`config.mk`:
```
export PLATFORM = sky130hd
export DESIGN_NAME = demux1to2_stream
export DESIGN_NICKNAME = d
export VERILOG_FILES = /design/src/rtl/demux_pkg.sv /design/src/rtl/demux_out_stage.sv /design/src/rtl/demux1to2_stream.sv
export SDC_FILE = /design/constraint.sdc
export NUM_CORES = 1
export LEC_CHECK = 0
export ABC_AREA = 1
export CORE_MARGIN = 10
export CORE_UTILIZATION = 38
export CTS_CLUSTER_SIZE = 40
export DETAILED_ROUTE_END_ITERATION = 6
export GPL_TIMING_DRIVEN = 0
export HOLD_SLACK_MARGIN = 0.15
export PLACE_DENSITY_LB_ADDON = 0.1
export SYNTH_ARGS = -nofsm -noshare
export SYNTH_HDL_FRONTEND = slang
export SYNTH_HIERARCHICAL = 1
export SYNTH_SLANG_ARGS = --single-unit
```
`constraint.sdc`:
```
create_clock -name i_clk -period 1.9 [get_ports i_clk]
set_clock_uncertainty 0.2 [all_clocks]
set_input_delay 0.38 -clock i_clk [delete_from_list [all_inputs] [get_ports i_clk]]
set_output_delay 0.38 -clock i_clk [all_outputs]
set_load 0.05 [all_outputs]
```
`src/rtl/demux_pkg.sv`:
```
// Shared definitions for the 1-to-2 stream demultiplexer.
// Optional delivery counters are enabled by defining DEMUX_CNT_EN.
package demux_pkg;

    // Width of the per-port delivery counters.
    localparam int CNT_W = 16;

    // Destination port encoding, matching the i_sel input value.
    typedef enum logic {
        PORT_0 = 1'b0,
        PORT_1 = 1'b1
    } port_e;

endpackage

```
`src/rtl/demux_out_stage.sv`:
```
// One output port of the demultiplexer: a one-entry holding register with
// load/deliver handshake and, when DEMUX_CNT_EN is defined, a wrapping
// delivery counter.
module demux_out_stage
    import demux_pkg::*;
#(
    parameter int DATA_WITH = 8
) (
    input  logic                 i_clk,
    input  logic                 i_rst,
    input  logic                 i_load,
    input  logic [DATA_WITH-1:0] i_data,
    input  logic                 i_ready,
    output logic                 o_valid,
    output logic [DATA_WITH-1:0] o_y
`ifdef DEMUX_CNT_EN
    ,
    output logic [CNT_W-1:0]     o_cnt
`endif
);

    logic                 r_valid;
    logic [DATA_WITH-1:0] r_y;
    logic                 w_deliver;

    assign w_deliver = r_valid && i_ready;

    // Holding register: a load wins over a delivery so reload keeps valid high.
    always_ff @(posedge i_clk) begin
        if (i_rst) begin
            r_valid <= 1'b0;
            r_y     <= '0;
        end else if (i_load) begin
            r_valid <= 1'b1;
            r_y     <= i_data;
        end else if (w_deliver) begin
            r_valid <= 1'b0;
        end
    end

    assign o_valid = r_valid;
    assign o_y     = r_y;

`ifdef DEMUX_CNT_EN
    logic [CNT_W-1:0] r_cnt;

    // Delivery counter, wraps naturally at the counter width.
    always_ff @(posedge i_clk) begin
        if (i_rst) begin
            r_cnt <= '0;
        end else if (w_deliver) begin
            r_cnt <= r_cnt + 1'b1;
        end
    end

    assign o_cnt = r_cnt;
`endif

endmodule

```
`src/rtl/demux1to2_stream.sv`:
```
// 1-to-2 valid/ready stream demultiplexer. Each upstream beat is routed by
// i_sel to one of two independently draining one-entry output stages.
// Optional per-port delivery counters: define DEMUX_CNT_EN.
module demux1to2_stream
    import demux_pkg::*;
#(
    parameter int DATA_WITH = 8
) (
    input  logic                 i_clk,
    input  logic                 i_rst,
    input  logic [DATA_WITH-1:0] i_data,
    input  logic                 i_sel,
    input  logic                 i_valid,
    output logic                 o_ready,
    output logic [DATA_WITH-1:0] o_y_0,
    output logic [DATA_WITH-1:0] o_y_1,
    output logic                 o_valid_0,
    output logic                 o_valid_1,
    input  logic                 i_ready_0,
    input  logic                 i_ready_1
`ifdef DEMUX_CNT_EN
    ,
    output logic [CNT_W-1:0]     o_cnt_0,
    output logic [CNT_W-1:0]     o_cnt_1
`endif
);

    port_e w_sel;
    logic  w_ready;
    logic  w_accept;
    logic  w_load_0;
    logic  w_load_1;

    assign w_sel = port_e'(i_sel);

    // Ready depends only on the selected port's state, never on i_valid;
    // it is forced high during reset while accepts are blocked.
    always_comb begin
        w_ready  = 1'b0;
        w_accept = 1'b0;
        w_load_0 = 1'b0;
        w_load_1 = 1'b0;
        case (w_sel)
            PORT_0:  w_ready = !o_valid_0 || i_ready_0;
            PORT_1:  w_ready = !o_valid_1 || i_ready_1;
            default: w_ready = 1'b0;
        endcase
        w_accept = i_valid && w_ready && !i_rst;
        w_load_0 = w_accept && (w_sel == PORT_0);
        w_load_1 = w_accept && (w_sel == PORT_1);
    end

    assign o_ready = i_rst || w_ready;

    demux_out_stage #(
        .DATA_WITH (DATA_WITH)
    ) u_stage_0 (
        .i_clk   (i_clk),
        .i_rst   (i_rst),
        .i_load  (w_load_0),
        .i_data  (i_data),
        .i_ready (i_ready_0),
        .o_valid (o_valid_0),
        .o_y     (o_y_0)
`ifdef DEMUX_CNT_EN
        ,
        .o_cnt   (o_cnt_0)
`endif
    );

    demux_out_stage #(
        .DATA_WITH (DATA_WITH)
    ) u_stage_1 (
        .i_clk   (i_clk),
        .i_rst   (i_rst),
        .i_load  (w_load_1),
        .i_data  (i_data),
        .i_ready (i_ready_1),
        .o_valid (o_valid_1),
        .o_y     (o_y_1)
`ifdef DEMUX_CNT_EN
        ,
        .o_cnt   (o_cnt_1)
`endif
    );

endmodule

```
==> results of run 1 <==
[state kept, by name, indices dropped and copies added (netlist names)]
name,count
u_stage_1/o_valid,1
u_stage_1/o_y,8
u_stage_0/o_valid,1
u_stage_0/o_y,8
[layout by cell type, fill, tap and decap left out, types with 2 or more instances in the layout]
| cell type | netlist | layout |
|---|---|---|
| nor2_1 | 35 | 34 |
| clkdlybuf4s50_1 | 0 | 11 |
| inv_1 | 8 | 8 |
| inv_2 | 2 | 2 |
| dfxtp_1 | 18 | 18 |
| dlygate4sd2_1 | 0 | 19 |
| o21ai_0 | 16 | 16 |
| clkbuf_4 | 0 | 3 |
| a21oi_2 | 2 | 2 |
| nand2_1 | 6 | 6 |
[worst max path at each step]
stage | cells past startpoint | start | to
4_1_cts | 4 | i_rst | o_ready
3_5_place_dp | 6 | i_sel | o_ready
3_3_place_gp | 6 | i_sel | o_ready
2_1_floorplan | 3 | u_stage_1/o_valid$_SDFFE_PP0P_ | o_ready
5_1_grt | 6 | i_ready_1 | o_ready
6_report | 6 | i_ready_1 | o_ready
[critical path, delay by kind of cell]
kind / cells / cell delay (ns)
buffers and inverters: 3 / 0.70
and+or+nand+nor: 3 / 0.17
[area by class of cell]
| class | instances | area [um^2] | share of cell area [%] |
|---|---|---|---|
| Sequential cell | 18 | 360 | 35.0 |
| Clock buffer | 4 | 36.3 | 3.52 |
| Timing Repair Buffer | 32 | 300 | 29.1 |
| Multi-Input combinational cell | 62 | 275 | 26.7 |
| Tap cell | 17 | 21.3 | 2.06 |
| Inverter | 10 | 37.5 | 3.64 |
[cell families after synthesis]
| group | count (synthesis) |
|---|---|
| AO/OA/AOI/OAI | 18 |
| buffers and inverters | 10 |
| flip-flops | 18 |
| AND/OR/NAND/NOR | 44 |
[stage by stage]
stage	setup TNS [ns]	utilization, %	instance area (um^2)	worst slack (ns)
2_1_floorplan	0	-	666	0.153
3_3_place_gp	-3.94	59.6	1010	-0.620
3_5_place_dp	-3.42	59.6	1010	-0.631
4_1_cts	0	60.4	1020	0.00197
5_1_grt	0	61.0	1030	0.00781
6_report	0	61.0	1030	0.0593
[power breakdown]
group	switching, mW	internal [mW]
clock	0.110	0.116
sequential	0.00864	0.396
combinational	0.112	0.0534
total	0.231	0.566
[per-layer routing]
| metal | routed length [um] | up-vias | track usage, % |
|---|---|---|---|
| met5 | 0 | - | 0 |
| met4 | 16 | 0 | 3.82 |
| met3 | 135 | 2 | 3.46 |
| met2 | 857 | 20 | 17.4 |
| met1 | 797 | 300 | 10.3 |
| li1 | - | 353 | - |
==> metrics.yaml, run 1 <==
fp-row-count: 15
r2r-end: "u_stage_0/o_y[1]$_SDFFE_PP0P_"
netlist_top_cells_area: "dfxtp_1, nor2_1, o21ai_0, inv_1, nand2_1"
ff2ff_setup_slack_ns: 0.50
arrival_ns: 1.26
slew_headroom_pct: 65.8
rr_worst_depth: 6
rsz0062_at_grt: "false"
syn-num-nets: 104
ctsResizeCount: 26
p_leak_nw: 0.548
crit_path_frequent_cell: "nand2_1"
viasPerCell: 4.72
worst_pin_slew_ns: 0.516
fillers: 175
cts-root-buf: "clkbuf_4"
syn_area_per_cell_um2: 7.40
routedWlPerCell_um: 12.6
track_usage_pct: 9.82
synth_top_area_share_pct: 54.1
synthSimpleGateAreaFrac_pct: 25.6
max_freq_mhz: 543
pwr_density_cell_nw_per_um2: 774
start_util_pct: 39.4
drc: 0
finalMaxSlewViolations: 0
period_share_pct: 96.9
hold-worst-slack_ns: 0.203
place.gp.congestion: 0.731
drt_iter0_markers: 1
clockBufferDepth: 2
die_y_um: 61.9
outcome: "finished clean"
vdd_drop_max_uv: 457
end_kind: "output port"
cap_violations: 0
yosys_warnings: 6
crit_chain: "clkdlybuf4s50_1 > inv_1 > nand3_2 > nand2_1 > nand2_1 > buf_6"
clk_latency_ns: 0.28
r2r_start: "u_stage_1/o_valid$_SDFFE_PP0P_"
totalWireLength_um: 1810
synth.most_common_cell: "nor2_1"
postCtsHoldBufs: 0
core_area_um2: 1690
hold_end: "u_stage_0/o_valid$_SDFFE_PP0P_"
grt_overflow: 0
diodes: 0
num_vias: 675
hold_depth: 2
ys_seq_area_share_pct: 54.1
final_nets: 141
die_x_um: 61.9
slowest_stage: "clkdlybuf4s50_1"
grt_pass1_wl_um: 2870
finalSetupViolCount: 0
post_cts.repair.setup_buffers: 0
synth_top_family_by_area: "simple AND/OR/NAND/NOR gates"
numCtsBuffers: 3
pin_count: 33
dp_hpwl_um: 1490
synthFlopType: "dfxtp_1"
die-area_um2: 3830
final_cells: 143
htreeDepth: 1
cp-start-kind: "input pin"
cts_tree: "built"
worstPathMaxFanout: 2
hp-start: "i_rst"
syn_area_um2: 666
synth-xor-area-share_pct: 0
synthAdderAreaFrac_pct: 0
syn2layout_area_growth_pct: 54.9
antenna_found_initial: 0
ys_async_sr_fraction_pct: 0
ys_top_cells_by_count: "nor2_1, dfxtp_1, o21ai_0, inv_1, nand2_1"
ant_nets: 0
grt_pass1_vias: 676
finalHoldViolCount: 0
placed_cells: 139
total_power_uw: 798
synth_cell_types: 9
clk_pin_slew_worst_paths_ns: 0.10
first_pass_iters: 3
postSynthCellCount: 90
post-route-min-period_ns: 1.84
worst-setup-path-type: "in -> out"
cp.required_ns: 1.32
ys_ff_latch: 18
yosys.area.top_type: "dfxtp_1"
critPathMaxStageDelay_ns: 0.48
drive_above_1_share_pct: 8.73
numPortBuffers: 32
muxShareOfSynthArea_pct: 0
grt_max_degree: 11
synth_compound_area_share_pct: 14.7
cts_sinks: 18
synth_edf_count: 0
min_path_type: "in -> reg"
(Power assumes the default switching activity.)
==> inputs of run 2 (changes only) <==
Settings changed: TNS_END_PERCENT set to 20.
==> metrics.yaml, run 2 (synthesis gave the netlist of run 1 again) <==
grt_max_degree: 11  # unchanged
rr_worst_depth: 6  # unchanged
grt_pass1_vias: 679  # +0.44%
cts_sinks: 18  # unchanged
fillers: 174  # -0.57%
period_share_pct: 96.9  # about the same
cts_tree: "built"
dp_hpwl_um: 1490  # unchanged
critPathMaxStageDelay_ns: 0.48  # about the same
finalHoldViolCount: 0  # unchanged
placed_cells: 139  # unchanged
first_pass_iters: 3  # unchanged
slew_headroom_pct: 65.8  # unchanged
final_common_cell: "nor2_1"
combPwrFrac_pct: 20.8  # about the same
end_kind: "output port"
clockBufferDepth: 2  # unchanged
grt_overflow: 0  # unchanged
p_leak_nw: 0.556  # +1.4%
cap_violations: 0  # unchanged
p_seq_share_pct: 50.7  # about the same
die_x_um: 61.9  # unchanged
placed_area_um2: 1010  # unchanged
slowest_stage: "clkdlybuf4s50_1"
htreeDepth: 1  # unchanged
swShare_pct: 29.0  # about the same
core_area_um2: 1690  # unchanged
place.gp.congestion: 0.731  # unchanged
hold_depth: 2  # unchanged
fp-row-count: 15  # unchanged
max_freq_mhz: 543  # about the same
post-route-min-period_ns: 1.84  # -0.000165 ns
pwr_density_cell_nw_per_um2: 771  # -0.30%
vdd_drop_max_uv: 454  # -0.57%
finalSetupViolCount: 0  # unchanged
antenna_found_initial: 0  # unchanged
finalMaxSlewViolations: 0  # unchanged
ant_nets: 0  # unchanged
drive_above_1_share_pct: 8.73  # unchanged
multiInputGateArea_um2: 275  # unchanged
grt_pass1_wl_um: 2880  # +0.49%
diodes: 0  # unchanged
start_util_pct: 39.4  # unchanged
final_util_pct: 61.3  # +0.22 points
crit_chain: "clkdlybuf4s50_1 > inv_1 > nand3_2 > nand2_1 > nand2_1 > buf_6"
rsz0062_at_grt: "false"
totalWireLength_um: 1820  # +0.66%
cp-start-kind: "input pin"
switchingPower_uw: 231  # about the same
worstPathMaxFanout: 2  # unchanged
cts-root-buf: "clkbuf_4"
die_y_um: 61.9  # unchanged
clk_latency_ns: 0.28  # about the same
worst-setup-path-type: "in -> out"
syn2layout_area_growth_pct: 55.5
die-area_um2: 3830  # unchanged
min_path_type: "in -> reg"
worst_pin_slew_ns: 0.516  # unchanged
final_cells: 143  # unchanged
postCtsHoldBufs: 0  # unchanged
pin_count: 33  # unchanged
crit_path_frequent_cell: "nand2_1"
numCtsBuffers: 3  # unchanged
viasPerCell: 4.72  # unchanged
clk_pin_slew_worst_paths_ns: 0.10  # about the same
routedWlPerCell_um: 12.7  # +0.66%
outcome: "finished clean"
hold-worst-slack_ns: 0.203  # -0.000104 ns
drc: 0  # unchanged
mostFrequentLayoutCells: "nor2_1, dlygate4sd2_1, dfxtp_1, o21ai_0, clkdlybuf4s50_1"
final_cell_area_um2: 1030  # +0.36%
drt_iter0_markers: 3  # +2
clock_power_share_pct: 28.4  # about the same
final_nets: 141  # unchanged
track_usage_pct: 9.86  # +0.042 points
totalNegativeSetupSlack_ns: 0  # unchanged
cp.required_ns: 1.32  # about the same
power.internal_uw: 567  # about the same
num_vias: 675  # unchanged
arrival_ns: 1.26  # about the same
seq_area_um2: 360  # unchanged
numPortBuffers: 32  # unchanged
[run 2: cell count changes in the layout (fill, tap and decap cells not counted)]
cell / delta
dlymetal6s2s_1: +1
dlygate4sd2_1: -1
[run 2: area by class of cell]
cell class | count | area share (%)
Inverter | 10 | 3.63
Timing Repair Buffer | 32 | 29.4
Clock buffer | 4 | 3.51
Tap cell | 17 | 2.06
Multi-Input combinational cell | 62 | 26.6
Sequential cell | 18 | 34.8
[run 2: final timing paths]
check	from	end	slack, ns
hold / removal	i_rst	u_stage_0/o_valid$_SDFFE_PP0P_	0.20
hold reg to reg	u_stage_0/o_valid$_SDFFE_PP0P_	u_stage_0/o_valid$_SDFFE_PP0P_	0.29
setup / recovery	i_ready_1	o_ready	0.06
setup reg to reg	u_stage_1/o_valid$_SDFFE_PP0P_	u_stage_0/o_y[1]$_SDFFE_PP0P_	0.50
[run 2: per-layer routing]
metal | share of wire [%] | vias up | global-route usage [%]
met1 | 44 | 300 | 10.3
met4 | 0.88 | 0 | 3.82
met5 | 0 | - | 0
met2 | 48 | 20 | 17.4
li1 | - | 353 | -
met3 | 6.8 | 2 | 3.66
[run 2: power groups by stage]
stage | Sequential (mW) | Clock [mW] | Combinational [mW]
6_report | 0.405 | 0.227 | 0.166
5_1_grt | 0.408 | 0.250 | 0.178
4_1_cts | 0.405 | 0.238 | 0.167
3_5_place_dp | 0.415 | 0 | 0.180
3_3_place_gp | 0.413 | 0 | 0.180
2_1_floorplan | 0.481 | 0 | 0.0332
[run 2: critical path: cells and delay by family]
family	cells	cell delay, ns
and+or+nand+nor	3	0.17
buffers and inverters	3	0.70
[run 2: through the flow]
| step | power, mW | setup WS, ns |
|---|---|---|
| final | 0.798 | 0.0595 |
| after global routing | 0.835 | 0.00781 |
| after CTS | 0.811 | -0.0884 |
| after detailed placement | 0.595 | -0.631 |
| after global placement | 0.593 | -0.620 |
| after floorplan | 0.514 | 0.153 |
[run 2: what timing repair did]
action | 4_1_cts | 5_1_grt
endpoints found under the hold margin | 0 | 0
pin swaps | 0 | 0
setup buffers | 0 | 0
gates resized for setup | 23 | 7
setup endpoints to repair | 19 | 10
